$ cat src/rtl/muldiv_pkg.sv
// Shared encodings for the iterative multiply/divide sequencer.
package muldiv_pkg;

  localparam int WIDTH = 32;

  typedef enum logic [1:0] {
    OP_MULT  = 2'b00,
    OP_MULTU = 2'b01,
    OP_DIV   = 2'b10,
    OP_DIVU  = 2'b11
  } op_e;

  typedef enum logic [1:0] {
    IDLE = 2'b00,
    RUN  = 2'b01,
    FIX  = 2'b10,
    DONE = 2'b11
  } state_e;

  function automatic logic op_is_div(input op_e op);
    return op[1];
  endfunction

  function automatic logic op_is_signed(input op_e op);
    return ~op[0];
  endfunction

endpackage

$ cat src/rtl/muldiv_if.sv
// Request/result bundle between the control unit and the multiply/divide sequencer.
interface muldiv_if #(parameter int WIDTH = muldiv_pkg::WIDTH);
  logic             start_i;
  logic [1:0]       op_i;
  logic [WIDTH-1:0] src1_i;
  logic [WIDTH-1:0] src2_i;
  logic             busy_o;
  logic             done_o;
  logic             dz_o;
  logic [WIDTH-1:0] hi_o;
  logic [WIDTH-1:0] lo_o;

  modport master (
    output start_i, op_i, src1_i, src2_i,
    input  busy_o, done_o, dz_o, hi_o, lo_o
  );

  modport slave (
    input  start_i, op_i, src1_i, src2_i,
    output busy_o, done_o, dz_o, hi_o, lo_o
  );
endinterface

$ cat src/rtl/muldiv_step.sv
// One combinational iteration on the {hi,lo} working register:
// shift-add for multiply, restoring trial-subtract-shift for divide.
module muldiv_step #(
  parameter int WIDTH = 32
) (
  input  logic               div_i,
  input  logic [2*WIDTH-1:0] work_i,
  input  logic [WIDTH-1:0]   opnd_i,
  output logic [2*WIDTH-1:0] work_o
);

  logic [WIDTH:0] sum;
  logic [WIDTH:0] rem_sh;
  logic [WIDTH:0] trial;

  always_comb begin
    work_o = '0;
    sum    = '0;
    rem_sh = '0;
    trial  = '0;
    if (div_i) begin
      // Partial remainder shifted left by one, pulling in the next dividend bit.
      rem_sh = {work_i[2*WIDTH-1:WIDTH], work_i[WIDTH-1]};
      trial  = rem_sh - {1'b0, opnd_i};
      if (!trial[WIDTH]) begin
        work_o = {trial[WIDTH-1:0], work_i[WIDTH-2:0], 1'b1};
      end else begin
        work_o = {rem_sh[WIDTH-1:0], work_i[WIDTH-2:0], 1'b0};
      end
    end else begin
      // Carry out of the add lands in the top bit after the right shift.
      sum    = {1'b0, work_i[2*WIDTH-1:WIDTH]} +
               (work_i[0] ? {1'b0, opnd_i} : {(WIDTH+1){1'b0}});
      work_o = {sum, work_i[WIDTH-1:1]};
    end
  end

endmodule

$ cat src/rtl/muldiv_seq.sv
// 34-cycle sequencer for MULT/MULTU/DIV/DIVU on unsigned magnitudes,
// with sign correction in a single FIX cycle; owns the HI/LO registers.
import muldiv_pkg::*;

module muldiv_seq #(
  parameter int WIDTH = muldiv_pkg::WIDTH,
  parameter int CNT_W = 5
) (
  input  logic     clk_i,
  input  logic     rst_i,
  muldiv_if.slave  bus
);

  localparam int W2 = 2 * WIDTH;

  state_e             state_q, state_d;
  logic [CNT_W-1:0]   cnt_q, cnt_d;
  op_e                op_q, op_d;
  logic [WIDTH-1:0]   opa_q, opa_d;
  logic [WIDTH-1:0]   opb_q, opb_d;
  logic [WIDTH-1:0]   raw1_q, raw1_d;
  logic               neg1_q, neg1_d;
  logic               neg2_q, neg2_d;
  logic [W2-1:0]      work_q, work_d;
  logic [WIDTH-1:0]   hi_q, hi_d;
  logic [WIDTH-1:0]   lo_q, lo_d;
  logic               dz_q, dz_d;

  op_e                op_in;
  logic               sgn1_in, sgn2_in;
  logic [WIDTH-1:0]   mag1_in, mag2_in;
  logic [W2-1:0]      step_out;
  logic [W2-1:0]      prod_fix;
  logic [WIDTH-1:0]   quo_fix, rem_fix;

  muldiv_step #(.WIDTH(WIDTH)) u_step (
    .div_i  (op_is_div(op_q)),
    .work_i (work_q),
    .opnd_i (op_is_div(op_q) ? opb_q : opa_q),
    .work_o (step_out)
  );

  always_comb begin
    op_in   = op_e'(bus.op_i);
    sgn1_in = op_is_signed(op_in) & bus.src1_i[WIDTH-1];
    sgn2_in = op_is_signed(op_in) & bus.src2_i[WIDTH-1];
    mag1_in = sgn1_in ? -bus.src1_i : bus.src1_i;
    mag2_in = sgn2_in ? -bus.src2_i : bus.src2_i;
  end

  // Sign correction of the magnitude result; the most-negative case wraps naturally.
  always_comb begin
    prod_fix = (neg1_q ^ neg2_q) ? -work_q : work_q;
    quo_fix  = (neg1_q ^ neg2_q) ? -work_q[WIDTH-1:0] : work_q[WIDTH-1:0];
    rem_fix  = neg1_q ? -work_q[W2-1:WIDTH] : work_q[W2-1:WIDTH];
  end

  always_comb begin
    state_d = state_q;
    cnt_d   = cnt_q;
    op_d    = op_q;
    opa_d   = opa_q;
    opb_d   = opb_q;
    raw1_d  = raw1_q;
    neg1_d  = neg1_q;
    neg2_d  = neg2_q;
    work_d  = work_q;
    hi_d    = hi_q;
    lo_d    = lo_q;
    dz_d    = dz_q;
    case (state_q)
      IDLE, DONE: begin
        state_d = IDLE;
        if (bus.start_i) begin
          state_d = RUN;
          cnt_d   = CNT_W'(WIDTH - 1);
          op_d    = op_in;
          opa_d   = mag1_in;
          opb_d   = mag2_in;
          raw1_d  = bus.src1_i;
          neg1_d  = sgn1_in;
          neg2_d  = sgn2_in;
          work_d  = op_is_div(op_in) ? {{WIDTH{1'b0}}, mag1_in}
                                     : {{WIDTH{1'b0}}, mag2_in};
        end
      end
      RUN: begin
        work_d = step_out;
        if (cnt_q == '0) begin
          state_d = FIX;
        end else begin
          cnt_d = cnt_q - CNT_W'(1);
        end
      end
      FIX: begin
        state_d = DONE;
        if (op_is_div(op_q)) begin
          if (opb_q == '0) begin
            hi_d = raw1_q;
            lo_d = '1;
            dz_d = 1'b1;
          end else begin
            hi_d = rem_fix;
            lo_d = quo_fix;
            dz_d = 1'b0;
          end
        end else begin
          hi_d = prod_fix[W2-1:WIDTH];
          lo_d = prod_fix[WIDTH-1:0];
          dz_d = 1'b0;
        end
      end
      default: state_d = IDLE;
    endcase
  end

  always_ff @(posedge clk_i or posedge rst_i) begin
    if (rst_i) begin
      state_q <= IDLE;
      cnt_q   <= '0;
      op_q    <= OP_MULT;
      opa_q   <= '0;
      opb_q   <= '0;
      raw1_q  <= '0;
      neg1_q  <= 1'b0;
      neg2_q  <= 1'b0;
      work_q  <= '0;
      hi_q    <= '0;
      lo_q    <= '0;
      dz_q    <= 1'b0;
    end else begin
      state_q <= state_d;
      cnt_q   <= cnt_d;
      op_q    <= op_d;
      opa_q   <= opa_d;
      opb_q   <= opb_d;
      raw1_q  <= raw1_d;
      neg1_q  <= neg1_d;
      neg2_q  <= neg2_d;
      work_q  <= work_d;
      hi_q    <= hi_d;
      lo_q    <= lo_d;
      dz_q    <= dz_d;
    end
  end

  assign bus.busy_o = (state_q == RUN) || (state_q == FIX);
  assign bus.done_o = (state_q == DONE);
  assign bus.dz_o   = dz_q;
  assign bus.hi_o   = hi_q;
  assign bus.lo_o   = lo_q;

endmodule

$ cat src/flat_wrapper.sv
// flat-port wrapper written by rule: the top's interface ports become plain ports
module muldiv_seq_flat 
#(
  parameter int WIDTH = muldiv_pkg::WIDTH,
  parameter int CNT_W = 5
)
  (clk_i, rst_i, bus_start_i, bus_op_i, bus_src1_i, bus_src2_i, bus_busy_o, bus_done_o, bus_dz_o, bus_hi_o, bus_lo_o);
  muldiv_if #(.WIDTH(WIDTH)) bus_i ();
  input  logic clk_i;
  input  logic rst_i;
  input wire logic [$bits(bus_i.start_i)-1:0] bus_start_i;
  input wire logic [$bits(bus_i.op_i)-1:0] bus_op_i;
  input wire logic [$bits(bus_i.src1_i)-1:0] bus_src1_i;
  input wire logic [$bits(bus_i.src2_i)-1:0] bus_src2_i;
  output wire logic [$bits(bus_i.busy_o)-1:0] bus_busy_o;
  output wire logic [$bits(bus_i.done_o)-1:0] bus_done_o;
  output wire logic [$bits(bus_i.dz_o)-1:0] bus_dz_o;
  output wire logic [$bits(bus_i.hi_o)-1:0] bus_hi_o;
  output wire logic [$bits(bus_i.lo_o)-1:0] bus_lo_o;
  assign bus_i.start_i = bus_start_i;
  assign bus_i.op_i = bus_op_i;
  assign bus_i.src1_i = bus_src1_i;
  assign bus_i.src2_i = bus_src2_i;
  assign bus_busy_o = bus_i.busy_o;
  assign bus_done_o = bus_i.done_o;
  assign bus_dz_o = bus_i.dz_o;
  assign bus_hi_o = bus_i.hi_o;
  assign bus_lo_o = bus_i.lo_o;
  muldiv_seq #(.WIDTH(WIDTH), .CNT_W(CNT_W)) u_core (.clk_i(clk_i), .rst_i(rst_i), .bus(bus_i));
endmodule
$ cat config.mk
export PLATFORM = sky130hd
export DESIGN_NAME = muldiv_seq_flat
export DESIGN_NICKNAME = d
export VERILOG_FILES = /design/src/rtl/muldiv_pkg.sv /design/src/rtl/muldiv_if.sv /design/src/rtl/muldiv_step.sv /design/src/rtl/muldiv_seq.sv /design/src/flat_wrapper.sv
export SDC_FILE = /design/constraint.sdc
export NUM_CORES = 1
export LEC_CHECK = 0
export ABC_CLOCK_PERIOD_IN_PS = 21000
export BUFFER_PORTS_ARGS = -buffer_cell sky130_fd_sc_hd__buf_2
export CORE_UTILIZATION = 25
export CTS_BUF_LIST = sky130_fd_sc_hd__clkbuf_8 sky130_fd_sc_hd__clkbuf_16
export DETAILED_ROUTE_END_ITERATION = 6
export GPL_TIMING_DRIVEN = 0
export PLACE_DENSITY = 0.48
export SLEW_MARGIN = 40
export SYNTH_ARGS = -nofsm -noshare
export SYNTH_HDL_FRONTEND = slang
export SYNTH_HIERARCHICAL = 1
export SYNTH_SLANG_ARGS = --single-unit
$ cat constraint.sdc
create_clock -name clk_i -period 21 [get_ports clk_i]
set_input_delay 2.1 -clock clk_i [delete_from_list [all_inputs] [get_ports clk_i]]
set_output_delay 2.1 -clock clk_i [all_outputs]
set_load 0.02 [all_outputs]
Word level (Yosys, flattened, before mapping)
Index checks and enable logic that the tools add are counted.
Word-level totals
  flip-flop bits (word level): 236
  word-level logic and storage cells: 63
  output and inout port bits: 67
Operators by class
  equal/unequal tests: 6
  mux-type cells: 24
  reduce and logical (&&, ||, !) cells: 9
  bitwise gates (word level): 4
  $add $sub $neg: 8
Operators by type and width (count)
  $mux W32: 11
  $mux W64: 4
  $neg A32 Y32: 4
  $pmux W64 S2: 1
  $neg A64 Y64: 1
  $add A32 B32 Y33: 1
  $sub A33 B32 Y33: 1
  $logic_not A32 Y1: 1
  $mux W5: 2
  $pmux W5 S2: 1
  $pmux W2 S3: 1
  $logic_not A5 Y1: 1
  $sub A5 B1 Y5 const B: 1
  $eq A2 B2 Y1 const B: 2
  $ne A2 B2 Y1 const B: 2
  $reduce_and A2 Y1: 2
  $mux W1: 3
  $reduce_and A3 Y1: 1
  $and A1 B1 Y1: 2
  $eq A2 B1 Y1 const B: 1
  $logic_not A2 Y1: 1
  $mux W2: 1
  $ne A2 B1 Y1 const B: 1
  $reduce_bool A2 Y1: 1
  other kinds (4): 4

Depth between registers and ports, before layout
  word-level depth: 6
  gate-level depth with buffers: 20

Cells and area by module
Netlist, hierarchy kept.
By module, submodules not included
  muldiv_seq: times used 1, cells each 1487, area an instance 13600.5 um^2
  muldiv_step: times used 1, cells each 663, area an instance 4590.7 um^2

Least setup slack after synthesis
OpenSTA, ideal clock, no wires.
  kind: input-to-reg
  start point: in bus_src1_i[1]
  end point: reg u_core.work_q[22]
  path slack: 16.924 ns
  data arrival time: 3.972 ns
  cell stages on the path: 8
  buffers on the path: 0
  setup time: 0.104 ns
  cells stage by stage: inv_1 ha_1 or4b_2 nor3b_1 and3_1 nor2_1 xnor2_1 a221oi_1
Between the ends
  word-level cells in the longest chain between the ends: 5
RTL lines
  from (decl): RTL line flat_wrapper.sv:13  | input wire logic [$bits(bus_i.src1_i)-1:0] bus_src1_i;
  $neg A32 Y32: RTL line muldiv_seq.sv:47  | mag1_in = sgn1_in ? -bus.src1_i : bus.src1_i;
  $mux W32: RTL line muldiv_seq.sv:47
  $mux W32: RTL line muldiv_seq.sv:83  | work_d = op_is_div(op_in) ? {{WIDTH{1'b0}}, mag1_in}
  $mux W64: RTL line muldiv_seq.sv:74  | if (bus.start_i) begin
  $pmux W64 S2: RTL line muldiv_seq.sv:71  | case (state_q)
  to (signal assigned): RTL line muldiv_seq.sv:140  | work_q <= work_d;
  to (decl): RTL line muldiv_seq.sv:24  | logic [W2-1:0] work_q, work_d;
Every way passes these cells. The select of a mux whose other input is x is not followed.
A chain may end at the register's enable or synchronous reset.

Worst setup path in the final report
  start point: reg u_core.op_q[1]
  end point: reg u_core.work_q[57]
Between the ends
  word-level cells in the longest chain between the ends: 5
  elaborated cells on any way between the ends: 7
  those cells by class: 2 x add/sub; 5 x mux
RTL lines
  from (decl): RTL line muldiv_seq.sv:18  | op_e op_q, op_d;
  from (signal assigned): RTL line muldiv_seq.sv:134  | op_q <= op_d;
  $mux W32: RTL line muldiv_seq.sv:39  | .opnd_i (op_is_div(op_q) ? opb_q : opa_q),
  $sub A33 B32 Y33 / $mux W32 (equally long branches): RTL line muldiv_step.sv:24, muldiv_step.sv:33
  $mux W64 / $add A32 B32 Y33 (equally long branches): RTL line muldiv_step.sv:25, muldiv_step.sv:32
  $mux W64 *: RTL line muldiv_step.sv:21  | if (div_i) begin
  named net u_core.step_out[57]: RTL line muldiv_seq.sv:32  | logic [W2-1:0] step_out;
  $pmux W64 S2 *: RTL line muldiv_seq.sv:71
Mark *: on every way through the listed nets, which the timed path passes. The rest lies on a longest branch.

==> metrics.md <==
| Metric | Value |
|---|---|
| Worst r2r src | `u_core/op_q[1]` |
| IO Port Bufs | `~140` |
| Num Clock Sinks | `234` |
| Post-Syn Area per Cell | `8.46 um2` |
| Final period util | `26.9%` |
| Reg2reg end | `u_core/work_q[57]` |
| Post-synthesis async set-or-reset flop share | `100%` |
| CP Class | `reg2reg` |
| All-layer global routing usage | `20.6%` |
| Min-Delay Endpoint | `u_core/opa_q[25]` |
| Die Area | `73800 um2` |
| Layout cells sized above 1 | `between 15 and 20%` |
| CP Data Arrival Time | `~6 ns` |
| LEAKAGE | `9.17 nW` |
| Nets | `2467` |
| Yosys cell types | `89` |
| CP endpoint kind | `register` |
| CTS tree | `yes` |
| Syn Nets | `2293` |
| Minimum clock period | `5.64 ns` |
| Power per Cell Area | `196 nW/um2` |
| CTS Hold Buffers Added | `0` |
| Crit-path max FO | `10` |
| Max-cap violation count | `0` |
| I/O pin cnt | `136` |
| Final setup vio count | `0` |
| Status | `complete, no violations` |
| GPL Wtd Cong | `0.955` |
| Post-route DRC | `0` |
| Sw Pwr | `2.21 mW` |
| Crit path required time | `21.51 ns` |
| Unrepaired setup endpoints after global routing | `no` |
| Initial DRC Count | `1636` |
| Synth Register Bits | `234` |
| Antenna violations before repair | `9` |
| Slew HR | `39.2%` |
| Combinational Power Share | `65.5%` |
| Die W | `about 270 um` |
| Flop pwr share | `21.6%` |
| Total grt overflow | `0` |
| Yosys warning total | `6` |
| Number of global-route vias before repair | `17100` |
| Internal | `1.97 mW` |
| First-pass GRT wire length | `between 100 and 150 mm` |
| Reg2Reg Depth | `16` |
| Largest net degree at the start of global routing | `78` |
| Slew Viols, Final | `0` |
| Sw Ratio | `52.8%` |
| # Post-CTS Setup Buffers | `0` |
| WL/cell | `around 24 um` |
| Worst slew pin tran | `0.912 ns` |
| Clk pin slew, worst setup/hold paths | `0.06 ns` |
| Placed inst area | `20200 um2` |
| CORE AREA | `a little over 70000 um2` |
| Area of the mapped netlist | `18200 um2` |
| Clock share of power | `roughly 13%` |
| Root buffer cell | `clkbuf_16` |
| Worst Hold Class | `reg2reg` |
| Dominant synthesized flop cell | `dfrtp_1` |
| Fin area | `around 21000 um2` |
| Critical Path Start Type | `register` |
| Routed vias/inst | `5.39` |
| Number of CTS-inserted buffers | `30` |
| Post-synthesis instance total | `~2200` |
| Final WL | `77.9 mm` |
| Clk Latency, worst-skew pair | `0.60 ns` |
| Clock Skew | `0.0248 ns` |
| Starting Density | `25.4%` |
| TNS Setup | `0 ns` |
| Clk buf depth | `3` |
| Drt pass-1 iters | `5` |
| Fillers | `7703` |
| Hold_ws | `roughly 0.48 ns` |
| Row cnt | `98` |
| Layout area overhead | `17.1%` |
| Seq/Total Area, Yosys | `between 30% and 40%` |
| VDD IR max | `0.0801 mV` |
| H-tree depth | `1` |
| F_max | `approximately 0.18 GHz` |
| EDFF count, synth | `0` |
| Reg-to-reg slack, setup | `15.36 ns` |
| HPWL Detailed | `62.2 mm` |
| Antenna Nets Post-Route | `0` |
| Vias | `17800` |
| Post-CTS Resized | `0` |
| Final hold vios | `0` |
| Hold path depth | `2` |
| Worst hold start | `u_core/opa_q[25]` |
| Die height | `272 um` |
==> metrics by stage <==
stage	cells	setup WS (ns)	utilization (%)	power (mW)
6_report	3301	15.36	29.7	4.18
5_1_grt	3298	15.11	29.7	4.47
4_1_cts	3297	15.48	29.6	4.15
3_5_place_dp	3241	15.53	28.2	3.59
3_3_place_gp	3235	9.58	28.0	3.57
2_1_floorplan	2150	12.48	-	2.67
==> Yosys cell counts, drive strengths merged (58+ instances only) <==
cell	instances	share of area, %
nand2	247	5.1
nand3	65	1.8
inv	78	1.6
a31oi	58	2.1
nor2	134	2.8
xnor2	118	5.7
clkbuf	115	2.4
dfrtp	234	32
a21oi	162	4.6
mux2	113	7.0
xor2	83	4.1
o21ai	135	3.7
ha	72	5.0
==> cell usage in the layout, fill, tap and decap left out, types with 10 or more instances in the layout <==
cell type,netlist,final
dfrtp_1,234,234
xor2_1,82,82
nor3_1,44,40
a31oi_1,57,57
clkbuf_1,112,106
ha_1,72,72
buf_1,14,13
a21o_1,24,24
clkbuf_2,3,10
o22a_1,23,23
inv_1,77,79
and3_1,26,26
o21ai_0,130,130
mux2_2,113,113
buf_2,9,145
and2_1,41,41
o221ai_1,28,28
o22ai_1,17,17
o41ai_1,14,14
nor2_1,134,132
clkbuf_16,0,30
nor4_1,33,28
nand4_1,14,14
o31ai_1,23,23
mux2i_1,28,28
a21oi_1,159,159
o211ai_1,10,10
nand2b_1,15,15
xnor2_1,117,116
nand2_1,247,247
nor2b_1,14,14
nand3_1,65,65
or3_1,11,11
o21a_1,10,10
a211oi_1,12,12
or4_1,14,14
==> layout make-up <==
class,instances,area [um2],share of cell area [%]
tap,950,1190,5.58
clock buffer,35,820,3.85
antenna,3,7.51,0.0353
multi-input combinational,1696,11500,54.2
buffer,142,576,2.70
sequential,234,5860,27.5
inverter,78,300,1.41
timing repair buffer,142,786,3.69
clock inverter,21,211,0.993
==> logic make-up after synthesis <==
family / Yosys count / share of synthesized area, %
simple gates: 688 / 18.3
compound gates: 592 / 21.2
flops: 234 / 32.2
buf+inv: 220 / 4.73
xor+xnor: 201 / 9.82
mux: 141 / 8.54
fa+ha+maj: 74 / 5.17
==> worst max-delay path by stage <==
stage,startpoint,endpoint,slack (ns),cells after the start
after floorplan,rst_i,u_core/bus.dz_o,12.48,1
after global placement,rst_i,u_core/work_q[38],9.58,2
after detailed placement,u_core/op_q[1],u_core/work_q[57],15.53,16
after CTS,u_core/op_q[1],u_core/work_q[57],15.48,16
after global routing,u_core/op_q[1],u_core/work_q[57],15.11,16
final,u_core/op_q[1],u_core/work_q[57],15.36,16
==> power by group through the flow <==
stage,clock network [mW],registers (mW),logic [mW]
final,0.538,0.903,2.74
after global routing,0.564,0.929,2.98
after CTS,0.546,0.898,2.71
after detailed placement,0,0.904,2.69
after global placement,0,0.900,2.67
after floorplan,0,0.871,1.80
==> worst max-delay path, cell delays in order (launching register included) <==
cell and delay, ns:
dfrtp_1 0.44, clkbuf_1 0.37, clkbuf_1 0.62, buf_1 0.51
mux2_2 0.46, and2_1 0.17, ha_1 0.38, a21oi_1 0.14
a32oi_1 0.34, nand3_1 0.28, o21ai_0 0.64, nor3b_1 0.41
a21boi_0 0.17, xor2_1 0.17, a22oi_1 0.25, nand3_1 0.11
nand2_1 0.09
==> sequential cells by signal, summed over array words and instances (netlist names) <==
name / cells
u_core/neg2_q: 1
u_core/neg1_q: 1
u_core/cnt_q: 5
u_core/op_q: 1
u_core/state_q: 2
u_core/bus.lo_o: 32
u_core/opa_q: 32
u_core/opb_q: 32
u_core/work_q: 64
u_core/raw1_q: 31
u_core/bus.dz_o: 1
u_core/bus.hi_o: 32
==> per-layer routing <==
layer / up-vias / part of all wire, % / global-route usage (%)
met5: - / 0.090 / 0
met2: 787 / 43 / 30.5
met1: 8708 / 45 / 28.9
met3: 126 / 7.9 / 4.10
met4: 12 / 4.5 / 8.72
li1: 8167 / - / -
Note: power is estimated with default switching activity, not from simulation.
